$ cat src/rtl/uart_tx_485.sv
// uart_tx_485: RS-485 UART transmitter (8N1, LSB first) with DE lead/guard timing.
// Define UART_TX_PARITY_EN to insert an even parity bit after the data bits.
module uart_tx_485 #(
  parameter int LEAD_TICKS  = 16,
  parameter int GUARD_TICKS = 16
) (
  input  logic       clk25,
  input  logic       rst_n,
  input  logic       clk16,
  input  logic [7:0] tx_data,
  input  logic       tx_start,
  output logic       tx_ready,
  output logic       tx_done,
  output logic       txd,
  output logic       de
);
  typedef enum logic [2:0] {
    IDLE,
    LEAD,
    START,
    DATA,
`ifdef UART_TX_PARITY_EN
    PARITY,
`endif
    STOP,
    GUARD
  } state_t;
  state_t      state_q, state_d;
  logic        clk16_q, tick, bit_end;
  logic [3:0]  tcnt_q, tcnt_d;
  logic [7:0]  lcnt_q, lcnt_d;
  logic [7:0]  shift_q, shift_d;
  logic [2:0]  bidx_q, bidx_d;
  logic        txd_q, txd_d;
  logic        done_q, done_d;
`ifdef UART_TX_PARITY_EN
  logic        par_q, par_d;
`endif
  always_comb begin
    tick    = clk16 & ~clk16_q;
    bit_end = tick && tcnt_q == 4'd15;
    state_d = state_q;
    tcnt_d  = tcnt_q + {3'd0, tick};
    lcnt_d  = lcnt_q + {7'd0, tick};
    shift_d = shift_q;
    bidx_d  = bidx_q;
    done_d  = 1'b0;
`ifdef UART_TX_PARITY_EN
    par_d   = par_q;
`endif
    case (state_q)
      IDLE: if (tx_start) begin
        state_d = LEAD;
        shift_d = tx_data;
        bidx_d  = 3'd0;
`ifdef UART_TX_PARITY_EN
        par_d   = ^tx_data;
`endif
      end
      LEAD:  if (tick && lcnt_q == 8'(LEAD_TICKS - 1)) state_d = START;
      START: if (bit_end) state_d = DATA;
      DATA: if (bit_end) begin
        shift_d = shift_q >> 1;
        bidx_d  = bidx_q + 3'd1;
`ifdef UART_TX_PARITY_EN
        if (bidx_q == 3'd7) state_d = PARITY;
`else
        if (bidx_q == 3'd7) state_d = STOP;
`endif
      end
`ifdef UART_TX_PARITY_EN
      PARITY: if (bit_end) state_d = STOP;
`endif
      STOP:  if (bit_end) state_d = GUARD;
      GUARD: if (tick && lcnt_q == 8'(GUARD_TICKS - 1)) begin
        state_d = IDLE;
        done_d  = 1'b1;
      end
      default: state_d = IDLE;
    endcase
    // every phase starts counting from zero; a tick on the accepting cycle is dropped
    if (state_d != state_q || state_q == IDLE) begin
      tcnt_d = 4'd0;
      lcnt_d = 8'd0;
    end
    txd_d = (state_d == START) ? 1'b0 :
            (state_d == DATA)  ? shift_d[0] :
`ifdef UART_TX_PARITY_EN
            (state_d == PARITY) ? par_d :
`endif
            1'b1;
  end
  always_ff @(posedge clk25 or negedge rst_n) begin
    if (!rst_n) begin
      state_q <= IDLE;
      clk16_q <= 1'b0;
      tcnt_q  <= 4'd0;
      lcnt_q  <= 8'd0;
      shift_q <= 8'd0;
      bidx_q  <= 3'd0;
      txd_q   <= 1'b1;
      done_q  <= 1'b0;
`ifdef UART_TX_PARITY_EN
      par_q   <= 1'b0;
`endif
    end else begin
      state_q <= state_d;
      clk16_q <= clk16;
      tcnt_q  <= tcnt_d;
      lcnt_q  <= lcnt_d;
      shift_q <= shift_d;
      bidx_q  <= bidx_d;
      txd_q   <= txd_d;
      done_q  <= done_d;
`ifdef UART_TX_PARITY_EN
      par_q   <= par_d;
`endif
    end
  end
  assign txd      = txd_q;
  assign tx_done  = done_q;
  assign tx_ready = state_q == IDLE;
  assign de       = state_q != IDLE;
endmodule
$ cat config.mk
export PLATFORM = sky130hd
export DESIGN_NAME = uart_tx_485
export DESIGN_NICKNAME = d
export VERILOG_FILES = /design/src/rtl/uart_tx_485.sv
export SDC_FILE = /design/constraint.sdc
export NUM_CORES = 1
export LEC_CHECK = 0
export CORE_UTILIZATION = 59
export DETAILED_ROUTE_END_ITERATION = 8
export PLACE_DENSITY = 0.86
export SLEW_MARGIN = 20
export SYNTH_ARGS = -nofsm -noshare
export SYNTH_HDL_FRONTEND = slang
export SYNTH_SLANG_ARGS = --single-unit
$ cat constraint.sdc
create_clock -name clk25 -period 3.2 [get_ports clk25]
set_clock_uncertainty 0.1 [all_clocks]
set_input_delay 0.8 -clock clk25 [delete_from_list [all_inputs] [get_ports clk25]]
set_output_delay 0.8 -clock clk25 [all_outputs]
set_load 0.02 [all_outputs]
# == Word level (Yosys, flattened, before mapping) ==
# Index checks and enable logic that the tools add are counted.
# W data, S select, Z words.
# totals
rom_bits,0
output_inout_bits,4
latchBits,0
mem_bits_rw,0
memories,0
reg_bits,29
# classes
reduce_logical,7
n_div,0
order_cmp,0
shifts,0
eq_ne,13
bitwise_logic,2
mux,20
multipliers,0
n_addsub,3
# ops
op,n
$mux W3,9
$mux W8,3
$pmux W3 S6,1
$pmux W8 S2,1
$eq A3 B2 Y1 const B,4
$eq A3 B3 Y1 const B,3
$add A8 B1 Y8,1
$eq A8 B4 Y1 const B,1
$pmux W3 S2,1
$add A4 B1 Y4,1
$eq A4 B4 Y1 const B,1
$mux W1,4
$mux W4,1
$ne A2 B2 Y1 const B,2
$add A3 B1 Y3 const B,1
$eq A3 B1 Y1 const B,1
$logic_not A3 Y1,1
$ne A3 B3 Y1,1
$reduce_and A3 Y1,1
$reduce_bool A3 Y1,1
$logic_and A1 B1 Y1,2
$reduce_bool A2 Y1,1
$and A1 B1 Y1,1
$logic_or A1 B1 Y1,1
$not A1 Y1,1

# == Depth between registers and ports, before layout ==
# Gate-level depths: netlist of the first run.
# depth
word_depth,8
depth_mapped,7
ltp_nobuf,6

# == Least setup slack after synthesis of the first run ==
# OpenSTA, ideal clock, no wires.
# synth_timing
kind,input port to flip-flop
start,in clk16
end,reg txd_q (netlist: txd)
arrival_time_ps,1842
stages,5
n_path_buf,1
setup_slack_ps,1181
t_required_ps,3023
path_cell_list,and4b_2 > and3_4 > buf_6 > a221o_1 > a21bo_1
# synth_via
word_cells_on_any_way,15
classes_between,eq/ne: 2; mux: 10; bitwise: 1; reduce/logical: 2
# synth_rtl
element,line_no,rtl
"start, declared",9,"input logic clk16,"
$and A1 B1 Y1,40,tick = clk16 & ~clk16_q;
$logic_and A1 B1 Y1,41,bit_end = tick && tcnt_q == 4'd15;
$mux W8,62,DATA: if (bit_end) begin
$pmux W8 S2,51,case (state_q)
via shift_d[0],32,"logic [7:0] shift_q, shift_d;"
$mux W1,87,(state_d == DATA) ? shift_d[0] :
$mux W1,86,txd_d = (state_d == START) ? 1'b0 :
via txd_d,34,"logic txd_q, txd_d;"
"end signal, assigned",113,txd_q <= txd_d;
"end, declared",34,
# The timed path passes the listed nets, and every way through them passes these cells. The select of a mux whose other input is x is not followed.
# A chain may end at the register's enable or synchronous reset.

# == Final worst setup path of the first run ==
# layout_timing
start,reg state_q[1]
end,out tx_ready
# layout_via
elab_chain_cells,1
# layout_rtl
element,line_no,rtl
"start, declared",28,"state_t state_q, state_d;"
"start signal, assigned",107,state_q <= state_d;
$logic_not A3 Y1,122,assign tx_ready = state_q == IDLE;
"end, declared",12,"output logic tx_ready,"
# No other way between the ends.

==> results of run 1 <==
==> critical path: cells and delay by family (launching register included) <==
family	cells	cell delay, ns
buffers and inverters	3	0.87
DFF	1	0.49
and+or+nand+nor	1	0.16
==> layout by cell type (no fill, tap or decap), drive strengths merged, types with 5 or more instances in the layout <==
master / Yosys / routed
dfrtp: 28 / 28
nand2: 21 / 21
clkdlybuf4s50: 0 / 15
nor2: 8 / 8
clkbuf: 1 / 7
xor2: 6 / 6
a22oi: 6 / 6
ha: 6 / 6
nor2b: 5 / 5
==> power by group through the flow <==
stage | combinational [mW] | clock, mW | sequential (mW)
detailed placement | 0.299 | 0 | 0.556
global placement | 0.285 | 0 | 0.550
floorplan | 0.216 | 0 | 0.529
finish | 0.301 | 0.215 | 0.550
global route | 0.347 | 0.240 | 0.566
CTS | 0.303 | 0.223 | 0.549
==> layout make-up <==
| cell class | count | area, sq um |
|---|---|---|
| clock buffers | 7 | 55.05 |
| inverters | 4 | 15.01 |
| flip-flops and latches | 29 | 726.9 |
| multi-input cells | 94 | 649.4 |
| well taps | 28 | 35.03 |
| repair buffers | 19 | 180.2 |
| fillers | 177 | 593.1 |
==> state kept, by name (all words and copies together), names as in the netlist <==
signal	cells
bidx_q	3
clk16_q	1
lcnt_q	8
shift_q	8
state_q	3
tcnt_q	4
tx_done	1
txd	1
==> per-stage QoR <==
stage          hold WS, ns  power [mW]
2_1_floorplan       0.3463      0.7450
3_3_place_gp        0.3582      0.8357
3_5_place_dp        0.3674      0.8546
4_1_cts             0.3873       1.075
5_1_grt             0.4072       1.154
6_report            0.3875       1.066
==> cells by family after synthesis <==
family,count (synthesis),share of synthesized area [%]
buffers and inverters,9,3.677
AND/OR/NAND/NOR,58,23.03
XOR/XNOR,8,4.904
multiplexers,1,0.7880
adder cells (fa/ha/maj),6,5.254
flip-flops,29,50.88
AO/OA/AOI/OAI,21,11.47
==> metal layers <==
layer | routed length (um) | track usage, % | share of wire (%) | vias up
met4 | 17 | 9.459 | 0.66 | 0
li1 | - | - | - | 506
met1 | 1178 | 30.91 | 46 | 497
met2 | 1233 | 40.79 | 48 | 28
met5 | 0 | 0 | 0 | -
met3 | 141 | 10.71 | 5.5 | 2
==> how the worst min path moves through the flow <==
stage	to	from	slack, ns	cells after the start
floorplan	shift_q[2]	shift_q[2]	0.35	2
global placement	shift_q[1]	shift_q[1]	0.36	2
detailed placement	shift_q[4]	shift_q[4]	0.37	2
CTS	shift_q[4]	shift_q[4]	0.39	2
global route	shift_q[4]	shift_q[4]	0.41	2
finish	shift_q[4]	shift_q[4]	0.39	2
==> synth_stat cells <==
master,instances,share of area [%]
buf_2,2,0.70
a2111oi_0,1,0.61
nand2_1,21,5.5
nand4_1,3,1.3
o21ai_0,4,1.4
a41oi_1,1,0.61
nor3_1,3,1.1
xnor2_1,2,1.2
and4_1,2,1.2
mux2_2,1,0.79
a21bo_1,1,0.70
ha_1,6,5.3
a31oi_2,1,0.88
buf_6,2,1.6
a211oi_1,1,0.53
nor4_2,1,0.88
dfstp_2,1,1.8
and2_1,2,0.88
nor2_1,8,2.1
and2_2,2,1.1
or2b_2,1,0.61
and3_4,1,0.79
and3_1,1,0.44
clkbuf_2,1,0.35
or2_2,1,0.44
a221o_1,1,0.70
nor4b_4,1,1.7
inv_1,4,1.1
dfrtp_1,28,49
nand2b_1,1,0.44
a21oi_1,1,0.35
a22oi_1,6,3.2
and4b_2,1,0.79
xor2_1,6,3.7
nand3_1,3,1.1
a311oi_1,1,0.61
and3b_1,1,0.61
o221a_2,1,0.79
nor2b_1,5,2.2
a31oi_1,1,0.44
a32o_1,1,0.70
==> flow_summary.toml, run 1 <==
[global_route]
overflow = 0
grt_pass1_wl_mm = 4.671
grt_max_degree = 30
grt_pass1_vias = 1083
antenna_found_initial = 0
grt_use_total_pct = 25.58

[power]
swShare_pct = 32.37
switching_power_mw = 0.3451
power_frac_clock_pct = 20.1
p_leak_nw = 0.7836
internal-power_mw = 0.7209
peakVddDrop_mv = 0.4714
pwr-share-seq_pct = 51.6
power.density_nw_per_um2 = 641.5
comb_power_share_pct = 28.3

[placement]
dp_worst_setup_slack_ns = 0.5748
placed_cell_area_sq_um = 1607
gp_congestion = 0.8088
dp_hpwl_mm = 1.865
placed_cells = 174
numPortBuffers = 15

[sta]
hold_viol = 0
finalSetupTns_ns = 0
setup_viol = 0
timing.final.crit_period_ns = 2.736
max_slew_margin_pct = 73.67
period_share_pct = 85.51
rsz0062_at_grt = "false"
fmax_mhz = 365.5
tightest_slew_ns = 0.3938
post-route-worst-setup-slack_ns = 0.4637
slew_viol_final = 0

[yosys]
synth_nets = 150
yosys_warnings = 0
yosysUniqueCellTypes = 41
synth_area_per_cell_sq_um = 10.82
synth_area_sq_um = 1429
synthCells = 132
ys_ff_latch = 29
synth.yosys.seq_area_share_pct = 50.88

[cts]
postCtsHoldBufs = 0
clk_latency_ns = 0.32
ctsResizeCount = 0
clkTransAtPathRegs_ns = 0.08
clockBufferDepth = 2
ctsHtreeMaxLevel = 2
cts_tree = "built"
root_buffer = "clkbuf_4"
cts_setup_buffers = 0
cts.sinks = 29
cts_buffers = 5

[routing]
finalWirelength_mm = 2.571
drc_errors = 0
drt_iter0_drc = 32
viasPerCell = 5.707
dr.pass1.iters = 4
vias = 1033
wl_per_cell_um = 14.20
postRouteAntennaNets = 0

[setup_path]
crit_arrival_ns = 1.84
max_stage_delay_ns = 0.60
r2r_setup_slack_ns = 1.35
r2r-start = "lcnt_q[4]"
cp-start-kind = "flop"
ff2ff_path_depth = 5
cp.required_ns = 2.30
crit_end = "tx_ready"
cp_common_cell = "inv_1"
cp_max_fo = 9
critPathLaunch = "state_q[1]"
cp_slowest_cell = "clkdlybuf4s50_1"
endpoint_kind = "output port"
r2r_end = "lcnt_q[3]"
critical_path_class = "flop to output port"
path_cells = "inv_1, nand3_1, inv_1, clkdlybuf4s50_1"

[cells_and_area]
layout.nets = 171
finish.instance_area_sq_um = 1662
syn2layout_area_growth_pct = 16.29
drive_above_1_share_pct = 14.38
stdcell_count = 181
fin_util_pct = 73.70
num_antenna_cells = 0

[floorplan]
die_w_um = 51.21
num_rows = 17
die_y_um = 51.21
pin_count = 16
initial_core_util_pct = 63.37
die_area_sq_um = 2622
core_sq_um = 2255

[hold_path]
hp-class = "flop to flop"

[status]
status = "completed"

[job]
cap_violations = 0
Power figures use the tool's default switching activity.
==> run 2: changes to the inputs <==
- TNS_END_PERCENT: default -> 50
==> results of run 2 <==
No change in the layout: final DEF, timing and power equal those of run 1.
==> run 3: changes to the inputs <==
- CELL_PAD_IN_SITES_DETAIL_PLACEMENT: default -> 1
- CELL_PAD_IN_SITES_GLOBAL_PLACEMENT: default -> 2
- CORE_UTILIZATION: 59 -> 38
- HOLD_SLACK_MARGIN: default -> 0.12
- PLACE_DENSITY: 0.86 -> 0.85
==> flow_summary.toml, run 3 (synthesis results as in run 1) <==
[floorplan]
initial_core_util_pct = 41.20
core_sq_um = 3468
die_w_um = 63.32
die_area_sq_um = 4009
pin_count = 16
num_rows = 21
die_y_um = 63.32

[cells_and_area]
fillers = 397
layout.nets = 170
finish.instance_area_sq_um = 1704
syn2layout_area_growth_pct = 19.26
reg_top3 = "lcnt_q: 8 flops, shift_q: 8 flops, tcnt_q: 4 flops"
num_antenna_cells = 0
final_common_cell = "dfrtp_1"
drive_above_1_share_pct = 14.38
final_cell_mix = "dfrtp_1 (28), nand2_1 (21), clkdlybuf4s50_1 (15), nor2_1 (8)"

[power]
peakVddDrop_mv = 0.3298
p_leak_nw = 0.7920
power.density_nw_per_um2 = 671.9

[sta]
finalSetupTns_ns = 0
slew_viol_final = 0
period_share_pct = 85.29
tightest_slew_ns = 0.4437
setup_viol = 0
max_slew_margin_pct = 70.32
timing.final.crit_period_ns = 2.729
fmax_mhz = 366.4
hold_viol = 0
rsz0062_at_grt = "false"

[routing]
dr.pass1.iters = 4
viasPerCell = 5.286
postRouteAntennaNets = 0
drc_errors = 0
drt_iter0_drc = 24
wl_per_cell_um = 15.34
finalWirelength_mm = 3.052
vias = 1052

[cts]
root_buffer = "clkbuf_8"
cts_tree = "built"
ctsResizeCount = 0
cts_buffers = 5
postCtsHoldBufs = 0
cts.sinks = 29
ctsHtreeMaxLevel = 2
clkTransAtPathRegs_ns = 0.06
clk_latency_ns = 0.29
cts_setup_buffers = 0
clockBufferDepth = 2

[setup_path]
path_cells = "inv_1, nand3_1, inv_1, clkdlybuf4s50_1"
critical_path_class = "flop to output port"
r2r_end = "txd"
cp_common_cell = "inv_1"
crit_arrival_ns = 1.83
r2r_setup_slack_ns = 1.38
endpoint_kind = "output port"
r2r-start = "state_q[1]"
cp_slowest_cell = "clkdlybuf4s50_1"
max_stage_delay_ns = 0.60
cp.required_ns = 2.30
cp-start-kind = "flop"
cp_max_fo = 9
ff2ff_path_depth = 5

[hold_path]
hold-path-endpoint = "shift_q[2]"
hp-class = "flop to flop"
hold_depth = 2
hp-start = "shift_q[2]"

[global_route]
grt_use_total_pct = 17.42
grt_pass1_wl_mm = 5.188
overflow = 0
antenna_found_initial = 0
grt_max_degree = 30
grt_pass1_vias = 1081

[placement]
numPortBuffers = 15
dp_hpwl_mm = 2.166
placed_cell_area_sq_um = 1622
gp_congestion = 0.7870

[job]
cap_violations = 0

[status]
status = "completed"
[run 3: cell types whose count changed in the layout (fill, tap and decap cells not counted), sizes merged]
cell | previous run | this run
clkinv | 0 | 2
buf | 4 | 3
clkbuf | 7 | 6
[run 3: final cells by class]
type / count / area [sq um] / area share, %
sequential: 29 / 726.9 / 42.66
multi-input combinational: 94 / 649.4 / 38.11
timing repair buffer: 18 / 172.7 / 10.13
clock buffer: 6 / 72.57 / 4.258
tap: 46 / 57.56 / 3.377
inverter: 4 / 15.01 / 0.8811
clock inverter: 2 / 10.01 / 0.5874
[run 3: worst max path at each step]
stage / start / endpoint / slack, ns / cells past startpoint
floorplan: clk16 / txd / 1.18 / 5
global placement: clk16 / lcnt_q[5] / 0.60 / 6
detailed placement: clk16 / lcnt_q[0] / 0.55 / 6
CTS: state_q[1] / tx_ready / 0.48 / 4
global route: state_q[1] / tx_ready / 0.38 / 4
finish: state_q[1] / tx_ready / 0.47 / 4
[run 3: critical path: cells and delay by family (launching register included)]
kind | cells | cell delay [ns]
simple gates | 1 | 0.17
buf+inv | 3 | 0.88
flops | 1 | 0.49
[run 3: per-layer routing]
layer | GRT usage [%] | up-vias | share of wire [%]
met5 | 0 | - | 0
met4 | 9.091 | 0 | 2.0
met3 | 6.159 | 8 | 3.6
met2 | 28.59 | 14 | 50
met1 | 19.72 | 524 | 44
li1 | - | 506 | -
[run 3: per-stage QoR]
step                setup slack, ns  power (mW)  utilization, %  std cells  hold slack, ns
global placement             0.5988      0.8375           46.75        191          0.3592
detailed placement           0.5472      0.8632           46.75        191          0.3675
floorplan                     1.181      0.7450               -        132          0.3463
finish                       0.4708       1.145           49.13        199          0.3814
CTS                          0.4762       1.165           49.13        199          0.3862
global route                 0.3765       1.227           49.13        199          0.4085
[run 3: power breakdown]
group	switching (mW)	internal, mW	total (mW)
Clock	0.140	0.150	0.290
Combinational	0.160	0.141	0.300
Sequential	0.0828	0.472	0.555
